File: config.mk
export PLATFORM = sky130hd
export DESIGN_NAME = mac_dot_scheduler
export DESIGN_NICKNAME = d
export VERILOG_FILES = /design/src/rtl/mac_sched_pkg.sv /design/src/rtl/mac_pipe.sv /design/src/rtl/mac_dot_scheduler.sv
export SDC_FILE = /design/constraint.sdc
export NUM_CORES = 1
export LEC_CHECK = 0
export ABC_AREA = 0
export CORE_AREA = 2 2 85 103
export CTS_BUF_LIST = sky130_fd_sc_hd__clkbuf_4 sky130_fd_sc_hd__clkbuf_8
export DETAILED_ROUTE_END_ITERATION = 16
export DIE_AREA = 0 0 87 105
export PLACE_DENSITY = 0.78
export SLEW_MARGIN = 20
export SYNTH_ARGS = -nofsm -noshare
export SYNTH_HDL_FRONTEND = slang
export SYNTH_SLANG_ARGS = --single-unit
export TNS_END_PERCENT = 20
File: constraint.sdc
create_clock -name clk -period 5.2 [get_ports clk]
set_input_delay 0.52 -clock clk [delete_from_list [all_inputs] [get_ports clk]]
set_output_delay 0.52 -clock clk [all_outputs]
set_load 0.02 [all_outputs]
File: src/rtl/mac_sched_pkg.sv
// Shared types, default sizing and round-robin pick for the MAC dot-product scheduler.
package mac_sched_pkg;

  typedef enum logic [1:0] {
    ST_IDLE   = 2'd0,
    ST_STREAM = 2'd1,
    ST_DRAIN  = 2'd2,
    ST_OUT    = 2'd3
  } state_e;

  localparam int DEF_NREQ  = 4;
  localparam int DEF_LEN_W = 5;
  localparam int DEF_ACC_W = 13;
  localparam int DEF_ID_W  = 2;

  // First set bit of req found scanning upward from last_ptr+1, wrapping at nreq.
  function automatic logic [2:0] rr_pick(input logic [7:0]  req,
                                         input logic [2:0]  last_ptr,
                                         input int unsigned nreq);
    logic [2:0]  win;
    logic        found;
    int unsigned idx;
    win   = '0;
    found = 1'b0;
    for (int unsigned k = 1; k <= nreq; k++) begin
      idx = (32'(last_ptr) + k) % nreq;
      if (!found && req[3'(idx)]) begin
        win   = 3'(idx);
        found = 1'b1;
      end
    end
    return win;
  endfunction

endpackage

File: src/rtl/mac_pipe.sv
// Two-stage 4x4 multiply / accumulate: product register, then accumulator.
module mac_pipe
  import mac_sched_pkg::*;
#(
  parameter int ACC_W = DEF_ACC_W
) (
  input  logic             clk,
  input  logic             rst_n,
  input  logic             clr,
  input  logic             en,
  input  logic [3:0]       a,
  input  logic [3:0]       b,
  output logic [ACC_W-1:0] acc
);

  logic [7:0]       prod_q, prod_d;
  logic             prod_v_q, prod_v_d;
  logic [ACC_W-1:0] acc_q, acc_d;

  // Next product and accumulator values; clear wins over a pending product.
  always_comb begin
    prod_d   = 8'(a) * 8'(b);
    prod_v_d = en;
    acc_d    = acc_q;
    if (clr) begin
      acc_d = '0;
    end else if (prod_v_q) begin
      acc_d = acc_q + ACC_W'(prod_q);
    end
  end

  // Pipeline registers.
  always_ff @(posedge clk or negedge rst_n) begin
    if (!rst_n) begin
      prod_q   <= '0;
      prod_v_q <= 1'b0;
      acc_q    <= '0;
    end else begin
      prod_q   <= prod_d;
      prod_v_q <= prod_v_d;
      acc_q    <= acc_d;
    end
  end

  assign acc = acc_q;

endmodule

File: src/rtl/mac_dot_scheduler.sv
// Round-robin scheduler sharing one MAC pipeline among NREQ dot-product requesters.
module mac_dot_scheduler
  import mac_sched_pkg::*;
#(
  parameter int NREQ  = DEF_NREQ,
  parameter int LEN_W = DEF_LEN_W,
  parameter int ACC_W = DEF_ACC_W,
  parameter int ID_W  = DEF_ID_W
) (
  input  logic                  clk,
  input  logic                  rst_n,
  input  logic [NREQ-1:0]       req,
  input  logic [NREQ*LEN_W-1:0] req_len,
  output logic [NREQ-1:0]       grant,
  input  logic [NREQ-1:0]       in_valid,
  input  logic [NREQ*4-1:0]     in1_bus,
  input  logic [NREQ*4-1:0]     in2_bus,
  output logic [NREQ-1:0]       in_ready,
  output logic                  res_valid,
  input  logic                  res_ready,
  output logic [ACC_W-1:0]      res,
  output logic [ID_W-1:0]       res_id,
  output logic                  busy
);

  state_e            state_q, state_d;
  logic [ID_W-1:0]   winner_q, winner_d;
  logic [ID_W-1:0]   last_ptr_q, last_ptr_d;
  logic [LEN_W-1:0]  len_q, len_d;
  logic [LEN_W-1:0]  cnt_q, cnt_d;
  logic [NREQ-1:0]   grant_q, grant_d;

  logic [7:0]        req_ext;
  logic [ID_W-1:0]   pick;
  logic [LEN_W-1:0]  pick_len;
  logic              sel_valid;
  logic [3:0]        sel_a, sel_b;
  logic              accept;
  logic              clr;
  logic [ACC_W-1:0]  acc;

  // Arbitration candidate and its job length, evaluated every cycle.
  always_comb begin
    req_ext             = '0;
    req_ext[NREQ-1:0]   = req;
    pick                = ID_W'(rr_pick(req_ext, 3'(last_ptr_q), NREQ));
    pick_len            = '0;
    for (int unsigned i = 0; i < NREQ; i++) begin
      if (pick == ID_W'(i)) pick_len = req_len[i*LEN_W +: LEN_W];
    end
  end

  // Operand and valid mux from the granted requester.
  always_comb begin
    sel_valid = 1'b0;
    sel_a     = '0;
    sel_b     = '0;
    for (int unsigned i = 0; i < NREQ; i++) begin
      if (winner_q == ID_W'(i)) begin
        sel_valid = in_valid[i];
        sel_a     = in1_bus[i*4 +: 4];
        sel_b     = in2_bus[i*4 +: 4];
      end
    end
    accept = (state_q == ST_STREAM) && sel_valid;
  end

  // State register and job bookkeeping registers.
  always_ff @(posedge clk or negedge rst_n) begin
    if (!rst_n) begin
      state_q    <= ST_IDLE;
      winner_q   <= '0;
      last_ptr_q <= ID_W'(NREQ - 1);
      len_q      <= '0;
      cnt_q      <= '0;
      grant_q    <= '0;
    end else begin
      state_q    <= state_d;
      winner_q   <= winner_d;
      last_ptr_q <= last_ptr_d;
      len_q      <= len_d;
      cnt_q      <= cnt_d;
      grant_q    <= grant_d;
    end
  end

  // Next-state logic: arbitrate in IDLE, count accepts, hand off result.
  always_comb begin
    state_d    = state_q;
    winner_d   = winner_q;
    last_ptr_d = last_ptr_q;
    len_d      = len_q;
    cnt_d      = cnt_q;
    grant_d    = grant_q;
    clr        = 1'b0;
    case (state_q)
      ST_IDLE: begin
        if (|req) begin
          winner_d       = pick;
          len_d          = pick_len;
          cnt_d          = '0;
          grant_d        = '0;
          grant_d[pick]  = 1'b1;
          clr            = 1'b1;
          state_d        = (pick_len == '0) ? ST_OUT : ST_STREAM;
        end
      end
      ST_STREAM: begin
        if (accept) begin
          cnt_d = cnt_q + LEN_W'(1);
          if (cnt_q == len_q - LEN_W'(1)) state_d = ST_DRAIN;
        end
      end
      ST_DRAIN: begin
        state_d = ST_OUT;
      end
      ST_OUT: begin
        if (res_ready) begin
          last_ptr_d = winner_q;
          grant_d    = '0;
          state_d    = ST_IDLE;
        end
      end
      default: begin
        state_d = ST_IDLE;
      end
    endcase
  end

  // Output decode from the current state.
  always_comb begin
    grant     = grant_q;
    in_ready  = (state_q == ST_STREAM) ? grant_q : '0;
    res_valid = (state_q == ST_OUT);
    res       = (state_q == ST_OUT) ? acc : '0;
    res_id    = (state_q == ST_OUT) ? winner_q : '0;
    busy      = (state_q != ST_IDLE);
  end

  mac_pipe #(
    .ACC_W (ACC_W)
  ) u_pipe (
    .clk   (clk),
    .rst_n (rst_n),
    .clr   (clr),
    .en    (accept),
    .a     (sel_a),
    .b     (sel_b),
    .acc   (acc)
  );

endmodule

======== Yosys cells after proc, flatten, opt, wreduce, memory -nomap -nowiden ========
Index checks and enable logic that the tools add are counted.
operators by class
  add/subtract/negate cells ............... 7
  $mul .................................... 1
  $lt $le $gt $ge ......................... 6
  eq/ne operators ......................... 14
  mux-type cells .......................... 52
  reduce and logical (&&, ||, !) cells .... 22
operators by type and width
  cell                 count
  $mux 4               11
  $mux 13              3
  $mux 5               6
  $mux 2               10
  $lt 2x4->1 const B   4
  $mux 1               14
  $add 13x8->13        1
  $eq 2x2->1 const B   6
  $pmux 5 s2           1
  $bmux 1 s2           4
  $mul 4x4->8          1
  $pmux 2 s4           1
  $pmux 4 s2           1
  $reduce_bool 2->1    4
  $eq 2x1->1 const B   3
  $logic_not 2->1      3
  $reduce_and 3->1     2
  $add 5x1->5 const B  1
  $eq 5x5->1           1
  $logic_and 1x1->1    5
  $logic_not 5->1      1
  $sub 5x1->5 const B  1
  $add 2x1->2 const B  2
  $add 2x2->2 const B  2
  other kinds (9)      14
storage, ports and cells
  flip-flop bits (word level) ............. 42
  bits of input ports ..................... 63
  output and inout bits ................... 25
  logic and storage cells ................. 111

======== Logic depth before layout (Yosys ltp) ========
Gate-level depths: netlist (run 1).
  word-level depth ........................ 22
  gate-level depth with buffers ........... 12
  gate-level depth less buffers ........... 11

======== Hierarchy ========
Synthesis (run 1) repeated with hierarchy kept, for this count alone.
second synthesis, totals
  cells, all modules ...................... 327
  area, all modules ....................... 3234.4 µm²
modules (own cells, without submodules)
  module             instances  cells each  area each (µm²)  seq. area each (µm²)
  mac_dot_scheduler  1          173         1691.6           503.0
  mac_pipe           1          154         1542.7           550.5

======== Least setup slack after synthesis (run 1) ========
No wires, ideal clock.
  path type ............................... flip-flop to flip-flop
  start ................................... register winner_q[0]
  end ..................................... register u_pipe.prod_q[7]
  setup time .............................. 0.080 ns
  data arrival time ....................... 3.211 ns
  required time ........................... 5.120 ns
  path slack .............................. 1.909 ns
  cell stages (with the launch flop) ...... 13
  path buffers ............................ 1
  period minus slack after synthesis ...... 3.291 ns
  cell sequence ........................... dfrtp_1 > buf_2 > mux4_2 > nand2_1 > fa_1 > inv_1 > fa_1 > ha_1 > a21o_1 > a21oi_1 > o21bai_1 > a21oi_1 > xnor2_1
on the way
  longest elaborated chain between the ends .. 6
  elaborated cells on any way between the ends .. 13
  classes of those cells .................. mul: 1; eq/ne: 3; mux: 8; reduce/logical: 1
RTL lines
  element                     RTL line                 RTL
  from (decl)                 mac_dot_scheduler.sv:27  logic [ID_W-1:0] winner_q, winner_d;
  from (signal assigned)      mac_dot_scheduler.sv:79  winner_q <= winner_d;
  $logic_not 2->1             mac_dot_scheduler.sv:59  if (winner_q == ID_W'(i)) begin
  $mux 4 (4 in series)        mac_dot_scheduler.sv:59
  $mul 4x4->8 (*)             mac_pipe.sv:22           prod_d = 8'(a) * 8'(b);
  named net u_pipe.prod_d[7]  mac_pipe.sv:16           logic [7:0] prod_q, prod_d;
  to (signal assigned)        mac_pipe.sv:39           prod_q <= prod_d;
  to (decl)                   mac_pipe.sv:16
Mark *: on every way through the listed nets, which the timed path passes. The rest lies on a longest branch.
A chain may end at the register's enable or synchronous reset.

======== Worst setup path after layout (run 1) ========
Same ends and word-level chain as after synthesis.

==> results of run 1 <==
## metrics by stage
step / cell area (um2) / setup WS [ns] / power (W)
2_1_floorplan: 3159 / 1.909 / 0.001599
3_3_place_gp: 4098 / 1.596 / 0.001883
3_5_place_dp: 4100 / 1.540 / 0.001948
4_1_cts: 4195 / 1.610 / 0.002193
5_1_grt: 4223 / 1.364 / 0.002395
6_report: 4223 / 1.651 / 0.002171
## power groups by stage
stage	clock [W]	sequential [W]	combinational (W)
floorplan	0	0.000540	0.00106
global placement	0	0.000587	0.00130
detailed placement	0	0.000595	0.00135
CTS	0.000233	0.000590	0.00137
global route	0.000247	0.000613	0.00153
finish	0.000225	0.000588	0.00136
## area by class of cell
class,count,area share
clock buffers,6,0.01956
clock inverters,2,0.002963
multi-input cells,252,0.4714
well taps,95,0.02815
flip-flops and latches,42,0.2495
repair buffers,88,0.2116
inverters,19,0.01689
## sequential cells by signal (all words and copies together) (netlist names)
register and cells:
u_pipe.acc 13, u_pipe.prod_q 8, cnt_q 5, len_q 5, grant 4, last_ptr_q 2, state_q 2, winner_q 2
u_pipe.prod_v_q 1
## kinds of logic (layout without fill, tap and decap cells)
family                     count (synthesis)  in the layout  share of synthesized area
AOI/OAI and AO/OA                         62             62                     0.1299
xor gates and xnor gates                  18             18                    0.04990
adders and majority gates                 31             31                     0.1347
buffers and inverters                     28            115                    0.03722
DFF                                       42             42                     0.3335
muxes                                     28             28                     0.1275
and+or+nand+nor                          113            113                     0.1873
## layout by cell type (no fill, tap or decap), types with 2 or more instances in the layout
| master | Yosys | layout |
|---|---|---|
| sky130_fd_sc_hd__nand3_1 | 5 | 5 |
| sky130_fd_sc_hd__nor3_1 | 7 | 7 |
| sky130_fd_sc_hd__clkdlybuf4s50_1 | 0 | 86 |
| sky130_fd_sc_hd__mux2_2 | 5 | 5 |
| sky130_fd_sc_hd__nor2b_1 | 4 | 4 |
| sky130_fd_sc_hd__o211ai_1 | 3 | 3 |
| sky130_fd_sc_hd__xor2_1 | 9 | 9 |
| sky130_fd_sc_hd__nor2_1 | 23 | 22 |
| sky130_fd_sc_hd__nand2_1 | 20 | 20 |
| sky130_fd_sc_hd__clkbuf_8 | 0 | 6 |
| sky130_fd_sc_hd__ha_1 | 26 | 26 |
| sky130_fd_sc_hd__a211o_1 | 2 | 2 |
| sky130_fd_sc_hd__nor4_1 | 2 | 2 |
| sky130_fd_sc_hd__o21bai_1 | 2 | 2 |
| sky130_fd_sc_hd__o21a_1 | 2 | 2 |
| sky130_fd_sc_hd__nand4_1 | 5 | 5 |
| sky130_fd_sc_hd__o21ai_1 | 7 | 7 |
| sky130_fd_sc_hd__a21o_1 | 2 | 2 |
| sky130_fd_sc_hd__and2_1 | 35 | 35 |
| sky130_fd_sc_hd__mux2i_1 | 11 | 11 |
| sky130_fd_sc_hd__o21ai_0 | 14 | 14 |
| sky130_fd_sc_hd__mux4_2 | 9 | 9 |
| sky130_fd_sc_hd__or3_1 | 3 | 3 |
| sky130_fd_sc_hd__fa_1 | 5 | 5 |
| sky130_fd_sc_hd__xnor2_1 | 9 | 9 |
| sky130_fd_sc_hd__dfrtp_1 | 40 | 40 |
| sky130_fd_sc_hd__inv_1 | 18 | 18 |
| sky130_fd_sc_hd__o31ai_1 | 3 | 3 |
| sky130_fd_sc_hd__a21oi_1 | 16 | 16 |
| sky130_fd_sc_hd__mux2_1 | 3 | 3 |
| sky130_fd_sc_hd__dfstp_2 | 2 | 2 |
| sky130_fd_sc_hd__nand2b_1 | 5 | 5 |
## layer usage
layer,vias to the layer above,GRT usage,wire (um)
met5,-,0,0
met4,0,0.05357,123
met3,10,0.03476,324
met2,61,0.3037,3830
met1,1261,0.2064,3001
li1,1310,-,-
## worst max-delay path by stage
stage | slack (ns) | start | to
6_report | 1.65 | winner_q[0] | u_pipe.prod_q[7]
5_1_grt | 1.36 | winner_q[0] | u_pipe.prod_q[7]
4_1_cts | 1.61 | winner_q[0] | u_pipe.prod_q[7]
3_5_place_dp | 1.54 | in1_bus[13] | u_pipe.prod_q[7]
3_3_place_gp | 1.60 | in1_bus[13] | u_pipe.prod_q[7]
2_1_floorplan | 1.91 | winner_q[0] | u_pipe.prod_q[7]
==> results.md, run 1 <==
Synthesis:
- The mapped netlist covers 0.003159 mm2.
- The share of Yosys cell area claimed by the top area cell type is 0.3168.
- By area the synthesized netlist is led by sky130_fd_sc_hd__dfrtp_1, sky130_fd_sc_hd__ha_1, sky130_fd_sc_hd__and2_1.
- When the netlist entered floorplanning its net count stood at 416.
- Dividing the synthesized area by the synthesized cell count gives 9.811 um2.
- Synthesis produced 322 cells.
- For this run, the leading register cell type out of synthesis is sky130_fd_sc_hd__dfrtp_1.
- Yosys printed 0 warnings.
- The post-synthesis register bit count is 42.
- In this run, distinct cell masters in the synthesized netlist total 50.
- The number of synthesized flops with an enable pin is 0.
- By count the netlist is led by sky130_fd_sc_hd__dfrtp_1, sky130_fd_sc_hd__and2_1, sky130_fd_sc_hd__ha_1.
- The library cell occupying the most area in the post-synthesis netlist is sky130_fd_sc_hd__dfrtp_1.
- The fraction of synthesis flops using an asynchronous set or reset pin is 1.000.
- The share of synthesized area occupied by flip-flops and latches is 0.3335.
- The most common cell in the synthesized netlist is sky130_fd_sc_hd__dfrtp_1.

Power:
- The fraction of power spent switching nets is 0.4423.
- The largest voltage drop on the vdd net is 0.0002460 V.
- The leakage power summed over all cells is 1.846 nW.
- The internal portion of total power is 0.001211 W.
- The share of total power dissipated in sequential elements is 0.271.
- The switching power summed over all nets is 0.0009604 W.
- The share of total power dissipated in combinational logic is 0.626.
- The power density over cell area is 514.2 mW/mm2.
- The part of the total power dissipated in the clock network is 0.104.

Die:
- The area of the core region is 0.008063 mm2.
- The vertical die dimension is 105 um.
- The effective utilization at floorplan is 0.3918.
- The die covers 0.009135 mm2.
- The initialized floorplan defines 36 standard-cell rows.
- The die boundary width is 87 um.
- The number of I/O pins is 88.

Setup path:
- For this design, the slowest cell found on the critical path is sky130_fd_sc_hd__dfrtp_1.
- The data required time of the worst path is 5.42 ns.
- The setup path with the least slack is of type reg2reg.
- The worst reg2reg path endpoint is u_pipe.prod_q[7].
- The worst setup path is launched from a flop.
- The signal on the critical path passes through mux4_2, nand2_1, fa_1, inv_1, fa_1, ha_1, a21o_1, a21oi_1, o21bai_1, a21oi_1, xnor2_1.
- The kind of cell with the highest combined delay on the critical path is adder cells.
- The worst-case register-to-register setup slack is 1.65 ns.
- The startpoint of the worst register-to-register path is winner_q[0].
- The top fanout value on the critical path is 12.
- The maximum cell stage delay along the critical path is 0.72 ns.
- The critical path crosses 11 cells after its start point.
- The worst setup path is captured at a flop.
- Counting cells, the worst reg-to-reg path comes to 11.
- Data on the critical path arrives at its endpoint at 3.77 ns.
- Together, buffers and inverters on the worst path number 1.

Clock tree:
- The total of cells resized after clock tree synthesis is 0.
- The quantity of hold-fixing buffers added after cts is 0.
- TritonCTS built the clock tree.
- The H-tree generated during clock tree synthesis spans 2 levels.
- The clock drives 42 sinks.
- The total setup buffers inserted after CTS is 0.
- The clock latency on the worst-skew pair is 0.30 ns.
- The number of buffers created by CTS is 5.
- Clock-pin slew was measured on the worst setup and hold paths at 0.09 ns.
- The tree is rooted in a sky130_fd_sc_hd__clkbuf_8.
- The deepest clock path buffer count is 2.

Placed design:
- The cell count after placement is 495.
- The count of buffers added on input and output ports is 87.
- The congestion estimate from routability-driven global placement came to 0.9046.
- The half-perimeter wire length after placement is 5.740 mm.

Global route:
- After global routing the overflow that remains totals 0.
- The via count of the first global-routing pass was 2797.
- The first-pass GRT wire length is 12.70 mm.
- The initial antenna violation count is 0.
- Entering global routing, the biggest net connects 43 pins.
- For this run, the total global-route usage over all layers was measured as 0.1723.

Routing:
- Dividing the detail-routed wire length by the instance count gives 14.44 um.
- The detailed-route vias per instance is 5.242.
- The detailed router placed 2642 vias in this run.
- The final antenna-violating net count is 0.
- The DRC violations left is 0.
- The wire length reported by the detailed router is 7.280 mm.
- For this block, the initial DRC count from the detailed router was 97.
- The length of the first detailed-routing pass in iterations is 4.

Timing:
- The number of hold violations in the final report is 0.
- The share of the clock period used by the worst path after layout is 0.6824.
- Hold is met by 0.1631 ns.
- The worst setup skew after layout is 0.007771 ns.
- Setup repair after global routing left no endpoint under its margin.
- The timing-limited maximum frequency is 0.2818 GHz.
- The relative slew slack is 0.3847.
- The worst path in the final design needs a cycle of 3.549 ns, including I/O delays and setup.
- The setup-violating endpoint count in the final report is 0.
- For the pin with the worst max-slew slack, the measured transition is 0.9230 ns.
- The count of pins over their slew limit is 0.
- The setup TNS is 0 ns.

Hold path:
- In this run the worst hold path is classified as in2async.

Cells and area:
- The area growth from synthesis to layout is 33.66%.
- In the final layout, the share of cells above drive strength 1 is 0.07335.
- Fill cells in the final layout number 756.
- The area taken by flip-flops and latches is 0.001054 mm2.
- The number of antenna diodes is 0.
- The final core utilization is 0.5237.
- At the end of the flow, the number of nets in the layout was 502.
- After the flow finishes, the layout carries non-filler instances totaling 504.
- In the final layout, the multi-input gates occupy 0.001991 mm2.

Status:
- The run finished with clean final reports.

Run:
- The total of max-cap violations is 0.
(Power assumes the default switching activity.)
==> run 2, diff against run 1 <==
PLACE_DENSITY = 0.81   (was 0.78)
clock period = 2.95 ns   (was 5.2 ns; I/O delays follow)
==> results.md, run 2 (same netlist as run 1, synthesis figures left out) <==
Cells and area:
- For this run, the number of standard cells in the final layout without fillers is 527.
- In the layout the commonest cells are sky130_fd_sc_hd__clkdlybuf4s50_1, sky130_fd_sc_hd__dfrtp_1, sky130_fd_sc_hd__and2_1.
- The flip-flop count of the largest register after layout is 13.
- The library cell used most frequently in the layout, excluding fill and tap cells, is sky130_fd_sc_hd__clkdlybuf4s50_1.
- In the final layout, the share of cells above drive strength 1 is 0.1389.
- After routing the design area is 0.004443 mm2.
- The repair_antennas step left the layout with diodes totalling 0.
- After the last flow step, the layout net total stands at 525.
- The growth of design area from synthesis to finish is 40.63%.

Clock tree:
- The tree is rooted in a sky130_fd_sc_hd__clkbuf_8.
- Hold repair after CTS inserted 0 buffers.
- The CTS sink count is 42.
- The deepest clock path buffer count is 2.
- Clock-pin slew was measured on the worst setup and hold paths at 0.09 ns.
- TritonCTS built the clock tree.
- The number of buffers created by CTS is 5.
- The clock latency on the worst-skew pair is 0.30 ns.
- The H-tree was split into 2 levels.

Timing:
- The timing-limited maximum frequency is 0.3218 GHz.
- The worst setup skew after layout is 0.01312 ns.
- Setup violations remaining at the end of the flow were counted as 4.
- The shortest period the worst path allows is 3.108 ns.
- The slew at the pin with the worst max-slew slack is 0.9238 ns.
- The setup TNS is -0.3672 ns.
- Setup repair after global routing could not meet its margin everywhere.
- The final critical-path setup slack is -0.1578 ns.
- The number of hold violations in the final report was 0.
- The relative slew slack is 0.3841.
- The count of pins over their slew limit is 0.
- Dividing the final minimum period by the clock period gives 1.053.
- Final hold analysis gives a worst-case slack of 0.1277 ns.

Setup path:
- The sum of buffers and inverters on the critical path is 2.
- The number of cell instances on the worst register-to-register path is 12.
- The critical path starts at winner_q[0].
- In this run the critical register-to-register path is captured at u_pipe.prod_q[7].
- The critical path class is reg2reg.
- The worst-case register-to-register setup slack is -0.16 ns.
- Grouping stages by cell kind, the critical path spends the most delay in adder cells.
- The top fanout value on the critical path is 8.
- The signal on the critical path passes through buf_12, mux4_2, nand2_2, fa_1, inv_1, fa_1, ha_1, a21o_1, a21oi_2, o21bai_1, a21oi_2, xnor2_1.
- On the worst path, the slowest cell contributes a delay of 0.53 ns.
- On the critical path, the stage with the largest delay is an instance of sky130_fd_sc_hd__mux4_2.
- In this run the critical register-to-register path is launched from winner_q[0].
- At the worst endpoint, the required time is 3.18 ns.
- The worst setup path is launched from a flop.
- The endpoint class of the critical path is a flop.
- The data arrival at the endpoint of the critical path is 3.34 ns.

Run:
- The total of max-cap violations is 0.

Status:
- The final reports fail on setup timing.
- The flow ran to the end, but the final reports show violations.

Placed design:
- The wire-length estimate of the detail-placed layout is 6.009 mm.
- After detailed placement, the total cell area comes to 0.004274 mm2.
- The count of buffers inserted at the top-level ports is 87.
- The routability congestion estimate from global placement is 0.8639.
- The cell count after placement is 516.
- At the placement stage, the worst setup path has a slack of -0.3900 ns.

Routing:
- The detailed-route vias per instance is 5.250.
- In the final routed layout, each cell accounts on average for 14.49 um.
- The total number of vias is 2767.
- The wire length reported by the detailed router is 7.638 mm.
- The length of the first detailed-routing pass in iterations is 4.
- The DRC violations left is 0.
- In this run, the number of DRC markers left after iteration 0 of detailed routing was 88.
- In this run the remaining antenna-violating nets after routing total 0.

Die:
- The die boundary width is 87 um.
- The total area inside the core boundary comes to 0.008063 mm2.
- In this run the count of I/O pins placed on the die edge is 88.
- In this run the vertical extent of the chip is 105 um.
- The initialized floorplan defines 36 standard-cell rows.
- The floorplan step defined a die boundary enclosing 0.009135 mm2.
- The initial utilization of the core area, before any placement, comes to 0.3918.

Power:
- The largest voltage drop on the vdd net is 0.0005354 V.
- For this design the ratio of total power to cell area is 1004 mW/mm2.
- The leakage power summed over all cells is 1.975 nW.

Hold path:
- The worst min-delay path class is in2async.

Global route:
- The initial antenna violation count is 0.
- The via count of the first global-routing pass came to 2822.
- Entering global routing, the biggest net connects 43 pins.
- The overall global routing resource usage is 0.1720.
- The remaining global-route overflow is 0.
- The first-pass GRT wire length is 12.66 mm.
[run 2: worst register-to-register path, stage by stage (launching register included)]
cell and delay (ns):
sky130_fd_sc_hd__dfrtp_1 0.40, sky130_fd_sc_hd__buf_12 0.15, sky130_fd_sc_hd__mux4_2 0.53, sky130_fd_sc_hd__nand2_2 0.10, sky130_fd_sc_hd__fa_1 0.41, sky130_fd_sc_hd__inv_1 0.08
sky130_fd_sc_hd__fa_1 0.44, sky130_fd_sc_hd__ha_1 0.29, sky130_fd_sc_hd__a21o_1 0.16, sky130_fd_sc_hd__a21oi_2 0.14, sky130_fd_sc_hd__o21bai_1 0.09, sky130_fd_sc_hd__a21oi_2 0.14
sky130_fd_sc_hd__xnor2_1 0.12
[run 2: worst max path at each step]
| stage | to | cells past startpoint |
|---|---|---|
| floorplan | u_pipe.prod_q[7] | 12 |
| global placement | u_pipe.prod_q[7] | 12 |
| detailed placement | u_pipe.prod_q[7] | 12 |
| CTS | u_pipe.prod_q[7] | 12 |
| global route | u_pipe.prod_q[7] | 12 |
| finish | u_pipe.prod_q[7] | 12 |
[run 2: area by class of cell]
cell class                 instances  area [um2]
fill                             710        3620
multi-input combinational        252        2027
timing repair buffer             111        1059
sequential                        42        1054
tap                               95       118.9
clock buffer                       7       83.83
inverter                          19       71.32
clock inverter                     1       30.03
[run 2: where the power goes]
group / switching, W / total (W) / internal, W / leakage, nW
Combinational: 0.00145 / 0.00299 / 0.00154 / 1.37
Clock: 0.000199 / 0.000471 / 0.000272 / 0.0593
Sequential: 0.000187 / 0.000996 / 0.000809 / 0.541
[run 2: metrics by stage]
stage | power, W | util
detailed placement | 0.003743 | 0.5301
global placement | 0.003626 | 0.5301
global route | 0.004860 | 0.5511
CTS | 0.004335 | 0.5473
finish | 0.004461 | 0.5511
floorplan | 0.002845 | -
[run 2: what timing repair did]
action / 4_1_cts / 5_1_grt
gates resized for setup: 2 / 4
buffers inserted: 2 / 1
gates cloned: 0 / 0
pin swaps: 7 / 5
setup endpoints to repair: 4 / 4
[run 2: layer usage]
layer	up-vias	GRT usage	part of all wire
met4	0	0.04688	0.015
met5	-	0	0
met1	1332	0.1935	0.40
met3	10	0.03555	0.046
met2	71	0.3195	0.54
li1	1354	-	-
